### src/rtl/fwd_pkg.sv
// Types and helpers for the decode-stage forwarder and long-latency scoreboard.
package fwd_pkg;

  localparam logic [4:0]  REG_X0        = 5'd0;
  localparam int unsigned NUM_ARCH_REGS = 32;

  typedef struct packed {
    logic        valid;
    logic [4:0]  rd;
    logic [31:0] data;
  } lat_wb_t;

  // x0 is hardwired zero, so it never matches anything.
  function automatic logic reg_match(input logic [4:0] a, input logic [4:0] b);
    return (a == b) && (a != REG_X0);
  endfunction

endpackage

### src/rtl/pipe_regs.sv
// Shared pipeline-register types used across the core.
package pipe_regs;

  // Per-stage forward source: result that will be written to the regfile.
  typedef struct packed {
    logic        valid;
    logic        rf_wr_en;
    logic        mem_read;
    logic [4:0]  rd;
    logic [31:0] rd_data;
  } data_fwd_t;

endpackage

### src/rtl/fwd_mux.sv
// One operand port: youngest pipeline hit wins, then completing long op, then regfile.
module fwd_mux
  import pipe_regs::*;
  import fwd_pkg::*;
#(
  parameter int unsigned NUM_FWD = 2,
  parameter int unsigned IDX_W   = 1
) (
  input  data_fwd_t [NUM_FWD-1:0] fwd_i,
  input  logic [4:0]              rs_i,
  input  logic                    rs_used_i,
  input  logic [31:0]             rs_data_i,
  input  lat_wb_t                 lat_wb_i,
  output logic [31:0]             data_o,
  output logic                    hit_o,
  output logic [IDX_W-1:0]        hit_idx_o
);

  always_comb begin
    hit_o     = 1'b0;
    hit_idx_o = '0;
    if (rs_used_i && lat_wb_i.valid && reg_match(rs_i, lat_wb_i.rd)) begin
      data_o = lat_wb_i.data;
    end else begin
      data_o = rs_data_i;
    end
    // Walk oldest to youngest so the youngest hit overrides.
    for (int k = int'(NUM_FWD) - 1; k >= 0; k--) begin
      if (rs_used_i && fwd_i[k].valid && fwd_i[k].rf_wr_en && reg_match(rs_i, fwd_i[k].rd)) begin
        hit_o     = 1'b1;
        hit_idx_o = IDX_W'(k);
        data_o    = fwd_i[k].rd_data;
      end
    end
  end

endmodule

### src/rtl/fwd_hazard_unit.sv
// Decode-stage operand forwarding, load-use detection and long-latency write scoreboard.
module fwd_hazard_unit
  import pipe_regs::*;
  import fwd_pkg::*;
#(
  parameter int unsigned NUM_RS      = 2,
  parameter int unsigned NUM_FWD     = 2,
  parameter int unsigned LU_STAGES   = 1,
  parameter int unsigned MAX_PENDING = 4,
  parameter int unsigned CNT_W       = 16,
  localparam int unsigned PEND_W     = $clog2(MAX_PENDING + 1)
) (
  input  logic                         clk_i,
  input  logic                         rstn_i,
  input  data_fwd_t [NUM_FWD-1:0]      fwd_i,
  input  logic [NUM_RS-1:0][4:0]       rs_i,
  input  logic [NUM_RS-1:0][31:0]      rs_data_i,
  input  logic [NUM_RS-1:0]            rs_used_i,
  input  logic [4:0]                   rd_i,
  input  logic                         rd_wr_i,
  input  logic                         lat_issue_valid_i,
  input  logic [4:0]                   lat_issue_rd_i,
  output logic                         lat_issue_ready_o,
  input  logic                         lat_wb_valid_i,
  input  logic [4:0]                   lat_wb_rd_i,
  input  logic [31:0]                  lat_wb_data_i,
  output logic [NUM_RS-1:0][31:0]      rs_data_ao,
  output logic                         load_use_hazard_ao,
  output logic                         stall_ao,
  output logic [PEND_W-1:0]            pending_cnt_o,
  output logic [CNT_W-1:0]             stall_cnt_o
);

  localparam int unsigned IDX_W = (NUM_FWD > 1) ? $clog2(NUM_FWD) : 1;

  logic [NUM_ARCH_REGS-1:0] busy_q, busy_d, busy_wb;
  logic [PEND_W-1:0]        pend_q, pend_d;
  logic [CNT_W-1:0]         stall_cnt_q;

  lat_wb_t                      lat_wb;
  logic [NUM_RS-1:0]            fwd_hit;
  logic [NUM_RS-1:0][IDX_W-1:0] hit_idx;
  logic [NUM_RS-1:0]            sb_raw;
  logic                         sb_waw;
  logic                         wb_eff, issue_acc, pend_inc, pend_dec;

  assign lat_wb = '{valid: lat_wb_valid_i, rd: lat_wb_rd_i, data: lat_wb_data_i};

  for (genvar p = 0; p < NUM_RS; p++) begin : g_port
    fwd_mux #(
      .NUM_FWD (NUM_FWD),
      .IDX_W   (IDX_W)
    ) u_fwd_mux (
      .fwd_i     (fwd_i),
      .rs_i      (rs_i[p]),
      .rs_used_i (rs_used_i[p]),
      .rs_data_i (rs_data_i[p]),
      .lat_wb_i  (lat_wb),
      .data_o    (rs_data_ao[p]),
      .hit_o     (fwd_hit[p]),
      .hit_idx_o (hit_idx[p])
    );
  end

  // Only the selected (youngest) hit can cause load-use; older loads have already returned.
  always_comb begin
    load_use_hazard_ao = 1'b0;
    for (int p = 0; p < int'(NUM_RS); p++) begin
      if (fwd_hit[p] && (int'(hit_idx[p]) < int'(LU_STAGES)) && fwd_i[hit_idx[p]].mem_read) begin
        load_use_hazard_ao = 1'b1;
      end
    end
  end

  // A register completing this cycle is forwarded, so it no longer blocks.
  always_comb begin
    for (int p = 0; p < int'(NUM_RS); p++) begin
      sb_raw[p] = rs_used_i[p] && (rs_i[p] != REG_X0) && busy_q[rs_i[p]] &&
                  !(lat_wb_valid_i && (lat_wb_rd_i == rs_i[p]));
    end
    sb_waw = rd_wr_i && (rd_i != REG_X0) && busy_q[rd_i] &&
             !(lat_wb_valid_i && (lat_wb_rd_i == rd_i));
  end

  assign stall_ao          = load_use_hazard_ao || (|sb_raw) || sb_waw;
  assign lat_issue_ready_o = (pend_q < PEND_W'(MAX_PENDING));

  // Writeback clears first, then issue sets, so issue+wb to one register keeps it busy.
  always_comb begin
    wb_eff    = lat_wb_valid_i && (lat_wb_rd_i != REG_X0) && busy_q[lat_wb_rd_i];
    issue_acc = lat_issue_valid_i && lat_issue_ready_o && !stall_ao &&
                (lat_issue_rd_i != REG_X0);

    busy_wb = busy_q;
    if (wb_eff) begin
      busy_wb[lat_wb_rd_i] = 1'b0;
    end
    busy_d = busy_wb;
    if (issue_acc) begin
      busy_d[lat_issue_rd_i] = 1'b1;
    end
    busy_d[REG_X0] = 1'b0;

    pend_inc = issue_acc && !busy_wb[lat_issue_rd_i];
    pend_dec = wb_eff;
    case ({pend_inc, pend_dec})
      2'b10:   pend_d = pend_q + 1'b1;
      2'b01:   pend_d = pend_q - 1'b1;
      default: pend_d = pend_q;
    endcase
  end

  always_ff @(posedge clk_i) begin
    if (!rstn_i) begin
      busy_q      <= '0;
      pend_q      <= '0;
      stall_cnt_q <= '0;
    end else begin
      busy_q <= busy_d;
      pend_q <= pend_d;
      if (stall_ao && (stall_cnt_q != {CNT_W{1'b1}})) begin
        stall_cnt_q <= stall_cnt_q + 1'b1;
      end
    end
  end

  assign pending_cnt_o = pend_q;
  assign stall_cnt_o   = stall_cnt_q;

  issue_when_full: assert property (@(posedge clk_i) disable iff (!rstn_i)
    (lat_issue_valid_i && (lat_issue_rd_i != REG_X0) && !stall_ao) |-> lat_issue_ready_o)
    else $warning("long-op issue to x%0d dropped: scoreboard full", lat_issue_rd_i);

  wb_not_busy: assert property (@(posedge clk_i) disable iff (!rstn_i)
    (lat_wb_valid_i && (lat_wb_rd_i != REG_X0)) |-> busy_q[lat_wb_rd_i])
    else $error("long-op writeback to x%0d which is not busy", lat_wb_rd_i);

  pend_bound: assert property (@(posedge clk_i) disable iff (!rstn_i)
    pend_q <= PEND_W'(MAX_PENDING))
    else $error("pending count above limit");

endmodule

### config.mk
export PLATFORM = sky130hd
export DESIGN_NAME = fwd_hazard_unit
export DESIGN_NICKNAME = d
export VERILOG_FILES = /design/src/rtl/fwd_pkg.sv /design/src/rtl/pipe_regs.sv /design/src/rtl/fwd_mux.sv /design/src/rtl/fwd_hazard_unit.sv
export SDC_FILE = /design/constraint.sdc
export NUM_CORES = 1
export LEC_CHECK = 0
export BUFFER_PORTS_ARGS = -buffer_cell sky130_fd_sc_hd__buf_2
export CAP_MARGIN = 20
export CORE_ASPECT_RATIO = 1.2
export CORE_MARGIN = 4
export CORE_UTILIZATION = 23
export DETAILED_ROUTE_END_ITERATION = 6
export SLEW_MARGIN = 20
export SYNTH_ARGS = -nofsm -noshare
export SYNTH_HDL_FRONTEND = slang
export SYNTH_SLANG_ARGS = --single-unit
### constraint.sdc
create_clock -name clk_i -period 13.1 [get_ports clk_i]
set_clock_uncertainty 0.2 [all_clocks]
set_input_delay 3.93 -clock clk_i [delete_from_list [all_inputs] [get_ports clk_i]]
set_output_delay 3.93 -clock clk_i [all_outputs]
set_load 0.005 [all_outputs]
## Word level (Yosys, flattened, before mapping)

Cells that the tools add are included.

- Register bits after elaboration: 51
- Memory bits (writable): 0
- Bits in read-only memories: 0
- Input bits: 208
- Memories kept: 0
- Output and inout bits: 86
- Logic and storage cells: 130
- Bits in latches: 0

- Reductions and logical operators: 61
- Shift-type cells: 0
- $add $sub $neg: 3
- Order comparisons: 12
- Bitwise logic cells: 3
- Equality and inequality tests: 12
- Divide/modulo/power cells: 0
- Multipliers: 0
- Multiplexer cells: 35

Operators with widths:

| operator | number |
|---|---|
| 32-bit 2-to-1 mux | 8 |
| 38-bit 2-to-1 mux | 4 |
| 1-bit logical AND | 47 |
| 5-bit equality test | 9 |
| 32-bit AND | 1 |
| 32-bit NOT | 1 |
| 32-bit OR | 1 |
| 5-bit by 6-bit < comparator with 1-bit output, second input constant | 5 |
| 1-bit binary-select mux with 5-bit select | 5 |
| 5-bit nonzero test | 5 |
| 16-bit by 1-bit adder with 16-bit output, second input constant | 1 |
| 16-bit != test, second input constant | 1 |
| 1-bit 2-to-1 mux | 15 |
| 1-bit demux with 5-bit select | 2 |
| 5-bit by 1-bit >= comparator with 1-bit output, second input constant | 2 |
| 3-bit case mux with 2 select lines | 1 |
| 1-bit logical NOT | 5 |
| 1-bit by 2-bit < comparator with 1-bit output, second input constant | 2 |
| 3-bit by 1-bit adder with 3-bit output, second input constant | 1 |
| 3-bit < comparator, second input constant | 1 |
| 3-bit by 1-bit subtractor with 3-bit output, second input constant | 1 |
| 2-bit by 1-bit equality test with 1-bit output, second input constant | 1 |
| 2-bit equality test, second input constant | 1 |
| 1-bit logical OR | 2 |
| 3 further kinds | 4 |

## Depth between registers and ports, before layout

Gate-level depths: netlist (run 1).

- Depth in word-level cells: 18
- Mapped depth: 18
- Depth with buffers taken out: 15

## Modules after synthesis

From an unflattened synthesis (run 1), not the netlist that was laid out.

- Cell total of the unflattened synthesis: 908
- Area, all modules: 6882.9 µm²

By module, submodules not included:

| module | area each (µm²) | times used | cells each | seq. area each (µm²) |
|---|---|---|---|---|
| fwd_hazard_unit | 4310.4 | 1 | 478 | 1001.0 |
| fwd_mux | 1286.2 | 2 | 215 | 0.0 |

## Least setup slack after synthesis (run 1)

Ideal clock, no wire load.

- Path kind: input to output
- Start point: in lat_wb_rd_i[0]
- End point: out rs_data_ao[0] (netlist name)
- Path slack: 2693 ps
- Data arrival time: 6277 ps
- Data required time: 8970 ps
- Buffers on the path: 3
- Stages on the path: 10
- Path through: clkbuf_1 -> buf_1 -> xnor2_1 -> nand4_1 -> nor3_1 -> clkbuf_1 -> mux2i_1 -> nand2_1 -> o21ai_0 -> o21ai_0

RTL lines:

| what | line | text |
|---|---|---|
| start: declaration | fwd_hazard_unit.sv:25 | `input logic [4:0] lat_wb_rd_i,` |
| end: declaration | fwd_hazard_unit.sv:27 | `output logic [NUM_RS-1:0][31:0] rs_data_ao,` |

==> results of run 1 <==
==> synth_stat cells (2+ instances only) <==
master       n
a21oi_1     35
a22oi_1     10
a31oi_1      4
and2_1       4
and3_1       6
and3b_1      2
buf_1       12
buf_2       10
clkbuf_1    51
dfxtp_1     50
ha_1         2
inv_1        8
mux2_2       8
mux2i_1     95
mux4_2      20
nand2_1    172
nand2b_1     4
nand3_1     23
nand3b_1     7
nand4_1     18
nand4b_1     2
nor2_1      54
nor2b_1      8
nor3_1      11
nor3b_1      4
nor4_1       5
o2111ai_1    7
o211a_1      3
o21a_1      10
o21ai_0    148
o31a_1       3
o41ai_1      2
or3_1        6
or4_1        8
xnor2_1     26
xor2_1      26
==> layer usage <==
| metal | GRT usage (%) | routed length, um | vias up |
|---|---|---|---|
| met5 | 0 | 77 | - |
| met4 | 5.81 | 841 | 10 |
| met3 | 7.37 | 4040 | 76 |
| met2 | 29.8 | 13800 | 461 |
| met1 | 22.9 | 11600 | 3620 |
| li1 | - | - | 3660 |
==> where the power goes <==
group / total (W) / switching (W) / internal, W
Combinational: 0.000155 / 0.0000889 / 0.0000665
Sequential: 0.000158 / 0.00000374 / 0.000154
Clock: 0.000140 / 0.0000661 / 0.0000734
Total: 0.000453 / 0.000159 / 0.000294
==> worst max path at each step <==
stage,endpoint,cells past startpoint,slack (ps),startpoint
after floorplan,rs_data_ao[0],10,2690,lat_wb_rd_i[0]
after global placement,rs_data_ao[58],9,1920,rs_i[7]
after detailed placement,rs_data_ao[58],9,1960,rs_i[7]
after CTS,rs_data_ao[60],9,1940,rs_i[7]
after global routing,rs_data_ao[63],9,1660,rs_i[7]
final,rs_data_ao[52],9,1900,rs_i[7]
==> cells by family (layout without fill, tap and decap cells) <==
group                      count (synthesis)  after routing
other                                      0              6
and+or+nand+nor                          340            340
AOI/OAI and AO/OA                        236            236
muxes                                    123            123
adders and majority gates                  3              3
buffers and inverters                     83            316
xor gates and xnor gates                  52             52
DFF                                       50             50
==> registers in the layout, indices dropped and copies added (netlist names) <==
register	count
busy_q	31
stall_cnt_o	16
pending_cnt_o	3
==> layout make-up <==
cell class / count / area share, %
Antenna cell: 6 / 0.186
Sequential cell: 50 / 12.4
Timing Repair Buffer: 299 / 18.7
Tap cell: 335 / 5.18
Inverter: 9 / 0.418
Clock buffer: 5 / 1.55
Multi-Input combinational cell: 754 / 61.2
Clock inverter: 3 / 0.356
==> worst register-to-register path: cells and delay by family, from the launching register on <==
kind	cells	cell delay (ps)
AND/OR/NAND/NOR	4	1070
flip-flops	1	390
adder cells (fa/ha/maj)	2	570
XOR/XNOR	1	160
buffers and inverters	1	60
multiplexers	1	510
AO/OA/AOI/OAI	5	1820
==> per-stage QoR <==
step / util [%] / cell area, um^2 / hold WS (ps)
2_1_floorplan: - / 6250 / 287
3_3_place_gp: 29.8 / 7910 / 287
3_5_place_dp: 29.8 / 7910 / 297
4_1_cts: 30.4 / 8070 / 315
5_1_grt: 30.5 / 8090 / 351
6_report: 30.5 / 8090 / 317
==> metrics, run 1 <==
status finished clean; syn_area_per_cell 7.04 um^2; setup TNS 0 ps; Slowest Stage Delay on Critical Path ~1200 ps; CTS Hold Bufs 0; DR DRC count 0; RSZ-0062 raised after global routing false; hold path cells 2; post-synthesis cell type count 59; maximum clock rate 89.3 MHz; Max VDD drop roughly 0.000054 V; DR vias about 7.8k; Finished Layout Cells around 1.5k; row count 65; port buffer count between 200 and 300; clock sink count 50; Simple-Gate Fraction of Synth Area 25.1%; PwrDens 56.0 nW/um^2; CTS Buffer Depth 2; Die ar. ~30,000 um^2; initial antenna violation count 12; worst path buffer plus inverter count 3; commonest non-fill, non-tap cells in the layout 292 x buf_2, 172 x nand2_1, 148 x o21ai_0; adder-cell area share of the yosys netlist 0.721%; Tot Pwr roughly 0.00045 W; DR iter-0 viols between 800 and 900; synthesized area approximately 6200 um^2; drt via density roughly 5.4; final wirelength between 30,000 and 40,000 um; CTS root buffer clkbuf_16; I/O Pins 294; Post-Synth XOR/XNOR Area 7.29%; Post-Syn Nets between 1k and 1.5k; Place WS between 1500 and 2000 ps; Hold Path Class register to register; Placed Cells approximately 1.4k; CP cell instances buf_2 -> or4_1 -> o21ai_0 -> buf_4 -> or4_2 -> nand2_1 -> o21ai_0 -> o21ai_0 -> buf_2; final-report max-slew violation count 0; DR WL/cell 20.8 um; Worst Hold End pending_cnt_o[2]$_SDFFE_PN0P_; HPWL Detailed about 24,000 um; H-Tree Depth 2; Yosys top cell by area dfxtp_1; Worst-Skew Late Latency approximately 300 ps; fin crit period about 11,000 ps; cell mode on critical path o21ai_0; post-route ant nets 0; register area roughly 1000 um^2; clock slew at reported path FFs approximately 70 ps; post-CTS sizing 0; largest net degree at the start of global routing 66; leak pwr around 3.2 nW; slew of the pin with the lowest slew margin between 1000 and 1500 ps; Synth Instances 887; Slowest cell on crit path or4_2; Async SR Flop Fraction 0%; Nets approximately 1.3k; FF-to-FF Start busy_q[11]$_SDFF_PN0_; number of synthesized flops with an enable pin 0; WP data required approximately 9000 ps; ys flop type dfxtp_1; grt ovf 0; mux cell area share after synthesis between 20% and 30%; nature of the critical path startpoint input pin; core area roughly 27,000 um^2; most common cell after layout, fill and taps aside buf_2; Die Y-Extent 189 um; crit-path leading delay family simple AND/OR/NAND/NOR gates; TritonCTS buffer count 5; first-pass GRT wire length approximately 43,000 um; crit path DAT 7070 ps; post-CTS setup buffer count 0; Setup Crit Path Kind input pin to output pin; largest family of logic cells by synthesized area simple AND/OR/NAND/NOR gates; Max-cap violations 0; Area growth, synth to finish 29.5%; register bit total from synthesis 50; GRT Total Usage 18.6%; CP endpoint kind output pin; Starting Density 23.6%; period utilization between 80% and 90%; Worst R2R Setup Slack between 8000 and 9000 ps; RePlAce Congestion 0.984; R2R Path End pending_cnt_o[2]$_SDFFE_PN0P_; share of layout cells above drive strength 1 approximately 31%; Horiz. Die Dim around 160 um; YS warnings 0; vias in the first global route between 7k and 8k; top-area cell type share of the netlist area between 10% and 20%; largest cells by area after synthesis dfxtp_1 16%, mux2i_1 15%, o21ai_0 12%; DRT Pass-1 Iters 6; FILL cells between 2k and 3k; post-synthesis compound-gate area fraction around 22%; multi-input logic area about 5000 um^2; post-synthesis sequential area ratio around 16%; final setup fails 0; crit-path max FO 64; Final WS setup about 1900 ps; relative slew slack 25.7%; hold path startpoint pending_cnt_o[2]$_SDFFE_PN0P_; Final Hold Viols 0; depth of the worst register-to-register path 14; CTS tree built
No activity file was read; power rests on OpenSTA's default activity.
==> inputs of run 2 (changes only) <==
- ABC_AREA: not set -> 1
==> metrics, run 2 <==
status finished clean (unchanged); CTS Buffer Depth 2 (unchanged); first-pass GRT wire length 50,500 um (was 43,400 um); YS warnings 0 (unchanged); Area growth, synth to finish 26.8% (was 29.5%); core area 29,600 um^2 (was 26,500 um^2); largest cells by area after synthesis nand2_1 16%, dfxtp_1 14%, inv_1 11% (was dfxtp_1 16%, mux2i_1 15%, o21ai_0 12%); post-CTS sizing 0 (unchanged); most common cell after layout, fill and taps aside nand2_1 (was buf_2); HPWL Detailed 27,000 um (was 24,200 um); crit-path max FO 34 (was 64); leak pwr 4.00 nW (was 3.24 nW); DRT Pass-1 Iters 5 (was 6); Routed met3 length 2990 um (was 4040 um); DR vias 9,421 (was 7,827); post-CTS setup buffer count 0 (unchanged); uppermost layer routed met5 (unchanged); port buffer count 292 (unchanged); GRT Total Usage 19.1% (was 18.6%); Async SR Flop Fraction 0% (unchanged); post-synthesis cell type count 42 (was 59); Setup Crit Path Kind input pin to output pin (unchanged); final setup fails 0 (unchanged); RePlAce Congestion 0.970 (was 0.984); WP data required 8970 ps (about the same); fin crit period 11,070 ps (was 11,200 ps); nature of the critical path startpoint input pin (unchanged); I/O Pins 294 (unchanged); Die Y-Extent 198 um (was 189 um); Starting Density 23.3% (was 23.6%); relative slew slack 33.3% (was 25.7%); clock sink count 50 (unchanged); period utilization 84.5% (was 85.5%); setup TNS 0 ps (unchanged); Slowest cell on crit path nand2_1 (was or4_2); number of synthesized flops with an enable pin 0 (unchanged); WL met1 13,700 um (was 11,600 um); post-route ant nets 0 (unchanged); Yosys top cell by area nand2_1 (was dfxtp_1); post-synthesis sequential area ratio 14.5% (was 16.0%); CTS tree built (unchanged); share of layout cells above drive strength 1 23.3% (was 31.2%); Nets 1,679 (was 1,330); slew of the pin with the lowest slew margin 998 ps (was 1110 ps); register bank with the most flops busy_q (unchanged); largest net degree at the start of global routing 47 (was 66); syn_area_per_cell 5.60 um^2 (was 7.04 um^2); commonest non-fill, non-tap cells in the layout 302 x nand2_1, 292 x buf_2, 205 x inv_1 (was 292 x buf_2, 172 x nand2_1, 148 x o21ai_0); Die ar. 32,900 um^2 (was 29,900 um^2); TritonCTS buffer count 5 (unchanged); Post-Syn Nets 1,444 (was 1,098); CTS root buffer clkbuf_16 (unchanged); top post-synthesis cells by count 302 x nand2_1, 205 x inv_1, 107 x nand3_1 (was 172 x nand2_1, 148 x o21ai_0, 95 x mux2i_1); drt via density 5.05 (was 5.36); Worst-Skew Late Latency 300 ps (about the same); multi-input logic area 4720 um^2 (was 4950 um^2); Horiz. Die Dim 166 um (was 158 um); Final Hold Viols 0 (unchanged); max FFs per register 31 (unchanged); initial antenna violation count 18 (was 12); PwrDens 53.1 nW/um^2 (was 56.0 nW/um^2); DR iter-0 viols 1,012 (was 805); FILL cells 3,399 (was 2,979); fin util 29.6% (was 30.5%); crit path DAT 6940 ps (was 7070 ps); CTS Hold Bufs 0 (unchanged); Max VDD drop 0.0000517 V (was 0.0000540 V); final wirelength 33,700 um (was 30,300 um); Hold Path Class register to register (unchanged); H-Tree Depth 2 (unchanged); Slowest Stage Delay on Critical Path 690 ps (was 1150 ps); Synth Instances 1,233 (was 887); register area 1000 um^2 (unchanged); Max-cap violations 0 (unchanged); CP endpoint kind output pin (unchanged); routed wl met2 15,700 um (was 13,800 um); ys flop type dfxtp_1 (unchanged); synthesized area 6910 um^2 (was 6250 um^2); vias in the first global route 8,876 (was 7,388); top-area cell type share of the netlist area 16.4% (was 16.0%); clock slew at reported path FFs 80 ps (was 70 ps); grt ovf 0 (unchanged); final-report max-slew violation count 0 (unchanged); CP cell instances buf_2 -> inv_2 -> nand2_1 -> o21ai_1 -> nor4_2 -> nand2_2 -> nand2_1 -> buf_4 -> o221ai_1 -> buf_2 (was buf_2 -> or4_1 -> o21ai_0 -> buf_4 -> or4_2 -> nand2_1 -> o21ai_0 -> o21ai_0 -> buf_2); count leader, synth nand2_1 (unchanged); maximum clock rate 90.3 MHz (was 89.3 MHz); register bit total from synthesis 50 (unchanged); DR DRC count 0 (unchanged); row count 69 (was 65); RSZ-0062 raised after global routing false (unchanged); DR WL/cell 18.1 um (was 20.8 um)
==> run 2: logic make-up (layout without fill, tap and decap cells) <==
family                   after synthesis  in the layout  synth area share [%]
buffers and inverters                293            529                  17.4
XOR/XNOR                              29             29                  3.68
flip-flops                            50             50                  14.5
AND/OR/NAND/NOR                      533            533                  33.9
other                                  0              6                     0
adder cells (fa/ha/maj)                3              3                 0.652
AO/OA/AOI/OAI                        325            325                  29.8
==> run 2: final cells by class <==
cell class	count	area share [%]
multi-input cells	890	54.0
inverters	217	9.32
clock buffers	6	1.47
repair buffers	304	17.9
well taps	390	5.57
clock inverters	2	0.200
flip-flops and latches	50	11.4
diodes	6	0.172
==> run 2: power breakdown <==
group	leakage [nW]	internal [W]	total, W	switching (W)
registers	0.404	0.000154	0.000158	0.00000321
logic	3.52	0.0000672	0.000172	0.000105
clock network	0.0715	0.0000722	0.000136	0.0000635
==> run 2: critical path, delay by kind of cell <==
family | cells | cell delay [ps]
buf+inv | 4 | 950
compound gates | 2 | 260
simple gates | 4 | 1770
==> run 2: metal layers <==
metal  GRT usage, %  vias up
li1               -     4611
met5              0        -
met4           6.20       16
met3           4.91       73
met2           32.9      459
met1           23.2     4262
==> run 2: final timing paths <==
| kind | startpoint | endpoint | slack (ps) | cells after the start |
|---|---|---|---|---|
| worst max-delay path | rs_i[1] | rs_data_ao[6] | 2030 | 10 |
| worst min-delay path | stall_cnt_o[15]$_SDFFE_PN0P_ | stall_cnt_o[15]$_SDFFE_PN0P_ | 290 | 2 |
| worst max register to register | busy_q[28]$_SDFF_PN0_ | pending_cnt_o[2]$_SDFFE_PN0P_ | 9630 | 22 |
| worst min register to register | stall_cnt_o[15]$_SDFFE_PN0P_ | stall_cnt_o[15]$_SDFFE_PN0P_ | 290 | 2 |
==> run 2: stage by stage <==
stage | total power [W] | setup slack, ps | std cells | hold slack [ps] | area (um^2)
after floorplan | 0.000257 | 3520 | 1233 | 271 | 6910
after global placement | 0.000330 | 2060 | 1851 | 272 | 8590
after detailed placement | 0.000332 | 2060 | 1851 | 280 | 8590
after CTS | 0.000469 | 2050 | 1859 | 292 | 8740
after global routing | 0.000493 | 1820 | 1863 | 310 | 8750
final | 0.000465 | 2030 | 1865 | 292 | 8750
==> inputs of run 3 (changes only) <==
- clock period: 13.1 -> 11.15 ns (I/O delays scaled with it)
==> metrics, run 3 (same netlist as run 2, synthesis figures left out) <==
share of layout cells above drive strength 1 23.1% (was 23.3%); Starting Density 23.3% (unchanged); relative slew slack 20.4% (was 33.3%); hold path startpoint stall_cnt_o[15]$_SDFFE_PN0P_ (unchanged); WP data required 7610 ps (was 8970 ps); Setup Crit Path Kind input pin to output pin (unchanged); commonest non-fill, non-tap cells in the layout 302 x nand2_1, 292 x buf_2, 205 x inv_1 (unchanged); CTS tree built (unchanged); Placed Cells 1,846 (was 1,851); CP endpoint kind output pin (unchanged); slew of the pin with the lowest slew margin 1190 ps (was 998 ps); most common cell after layout, fill and taps aside nand2_1 (unchanged); CTS Hold Bufs 0 (unchanged); initial antenna violation count 19 (was 18); port buffer count 292 (unchanged); Die ar. 32,900 um^2 (unchanged); vias in the first global route 8,612 (was 8,876); clock sink count 50 (unchanged); final setup fails 0 (unchanged); crit-path max FO 47 (was 34); Area growth, synth to finish 26.2% (was 26.8%); crit path DAT 6160 ps (was 6940 ps); Finished Layout Cells 1,864 (was 1,865); DRT Pass-1 Iters 5 (unchanged); depth of the worst register-to-register path 22 (unchanged); Max VDD drop 0.0000764 V (was 0.0000517 V); Max-cap violations 0 (unchanged); GRT Total Usage 18.9% (was 19.1%); Worst R2R Setup Slack 7610 ps (was 9630 ps); first-pass GRT wire length 49,800 um (was 50,500 um); post-CTS setup buffer count 0 (unchanged); RePlAce Congestion 1.05 (was 0.970); R2R Path End pending_cnt_o[2]$_SDFFE_PN0P_ (unchanged); hold path cells 2 (unchanged); DR WL/cell 17.8 um (was 18.1 um); DR DRC count 0 (unchanged); core area 29,600 um^2 (unchanged); Nets 1,674 (was 1,679); Worst Hold End stall_cnt_o[15]$_SDFFE_PN0P_ (unchanged); largest net degree at the start of global routing 65 (was 47); leak pwr 3.98 nW (was 4.00 nW); Hold Path Class register to register (unchanged); Worst Setup SP rs_i[5] (was rs_i[1]); maximum clock rate slightly above 100 MHz; row count 69 (unchanged); I/O Pins 294 (unchanged); DR iter-0 viols 1,040 (was 1,012); post-route ant nets 0 (unchanged); nature of the critical path startpoint input pin (unchanged); register bank with the most flops busy_q (unchanged); max FFs per register 31 (unchanged); Worst-Skew Late Latency 300 ps (about the same); setup TNS 0 ps (unchanged); final-report max-slew violation count 0 (unchanged); final wirelength 33,300 um (was 33,700 um); post-CTS sizing 0 (unchanged); PwrDens 63.0 nW/um^2 (was 53.1 nW/um^2); DR vias 9,474 (was 9,421); drt via density 5.08 (was 5.05); FF-to-FF Start busy_q[25]$_SDFF_PN0_ (was busy_q[28]$_SDFF_PN0_); CTS Buffer Depth 2 (unchanged); status finished clean (unchanged); Horiz. Die Dim 166 um (unchanged); H-Tree Depth 2 (unchanged); RSZ-0062 raised after global routing false (unchanged); HPWL Detailed 26,600 um (was 27,000 um); fin crit period a little under 10,000 ps; Final Hold Viols 0 (unchanged); clock slew at reported path FFs 70 ps (was 80 ps); period utilization around 87%; grt ovf 0 (unchanged); TritonCTS buffer count 5 (unchanged); FILL cells 3,392 (was 3,399); CTS root buffer clkbuf_16 (unchanged); Die Y-Extent 198 um (unchanged)
run 3: cell count changes in the layout (fill, tap and decap cells not counted):
cell / previous run / this run
clkinv_2: 1 / 2
buf_4: 11 / 7
clkinv_4: 1 / 0
diode_2: 6 / 10
buf_12: 1 / 0
clkbuf_8: 0 / 1
inv_6: 1 / 0
run 3: report_power, final:
group / total [W] / switching, W / internal (W)
registers: 0.000185 / 0.00000370 / 0.000181
logic: 0.000204 / 0.000125 / 0.0000787
clock network: 0.000160 / 0.0000707 / 0.0000893
total: 0.000549 / 0.000199 / 0.000350
run 3: area by class of cell:
class                   instances  area [um^2]  area share, %
flip-flops and latches         50         1000           11.5
clock buffers                   7          143           1.64
multi-input cells             890         4720           54.2
clock inverters                 1         5.00         0.0574
diodes                         10         25.0          0.287
inverters                     217          816           9.36
repair buffers                299         1510           17.4
well taps                     390          488           5.60
run 3: worst max path at each step:
stage	endpoint	slack, ps	cells past startpoint
final	rs_data_ao[32]	1450	11
after global routing	rs_data_ao[63]	1190	11
after CTS	rs_data_ao[32]	1520	11
after global placement	rs_data_ao[32]	1540	11
after detailed placement	rs_data_ao[32]	1520	11
after floorplan	rs_data_ao[51]	2740	8
run 3: routing by layer:
layer  part of all wire [%]  vias up  GRT usage [%]
met5                   0.16        -              0
met4                    4.5       10           7.82
met3                    7.9       78           3.21
met2                     46      477           31.7
met1                     41     4305           24.1
li1                       -     4604              -
run 3: critical path, cell delays in order:
cell	delay, ps
buf_2	400
inv_2	160
nand3_1	160
nand2_1	120
inv_1	90
nand4_1	640
buf_4	550
o21ai_0	210
inv_1	60
a22oi_1	180
buf_2	180
run 3: metrics by stage:
| step | util (%) | power, W | setup WS (ps) | hold WS, ps | cell area (um^2) |
|---|---|---|---|---|---|
| 2_1_floorplan | - | 0.000303 | 2740 | 271 | 6910 |
| 3_3_place_gp | 28.9 | 0.000390 | 1540 | 271 | 8540 |
| 3_5_place_dp | 28.9 | 0.000391 | 1520 | 269 | 8540 |
| 4_1_cts | 29.3 | 0.000552 | 1520 | 281 | 8690 |
| 5_1_grt | 29.4 | 0.000582 | 1190 | 318 | 8720 |
| 6_report | 29.4 | 0.000549 | 1450 | 287 | 8720 |
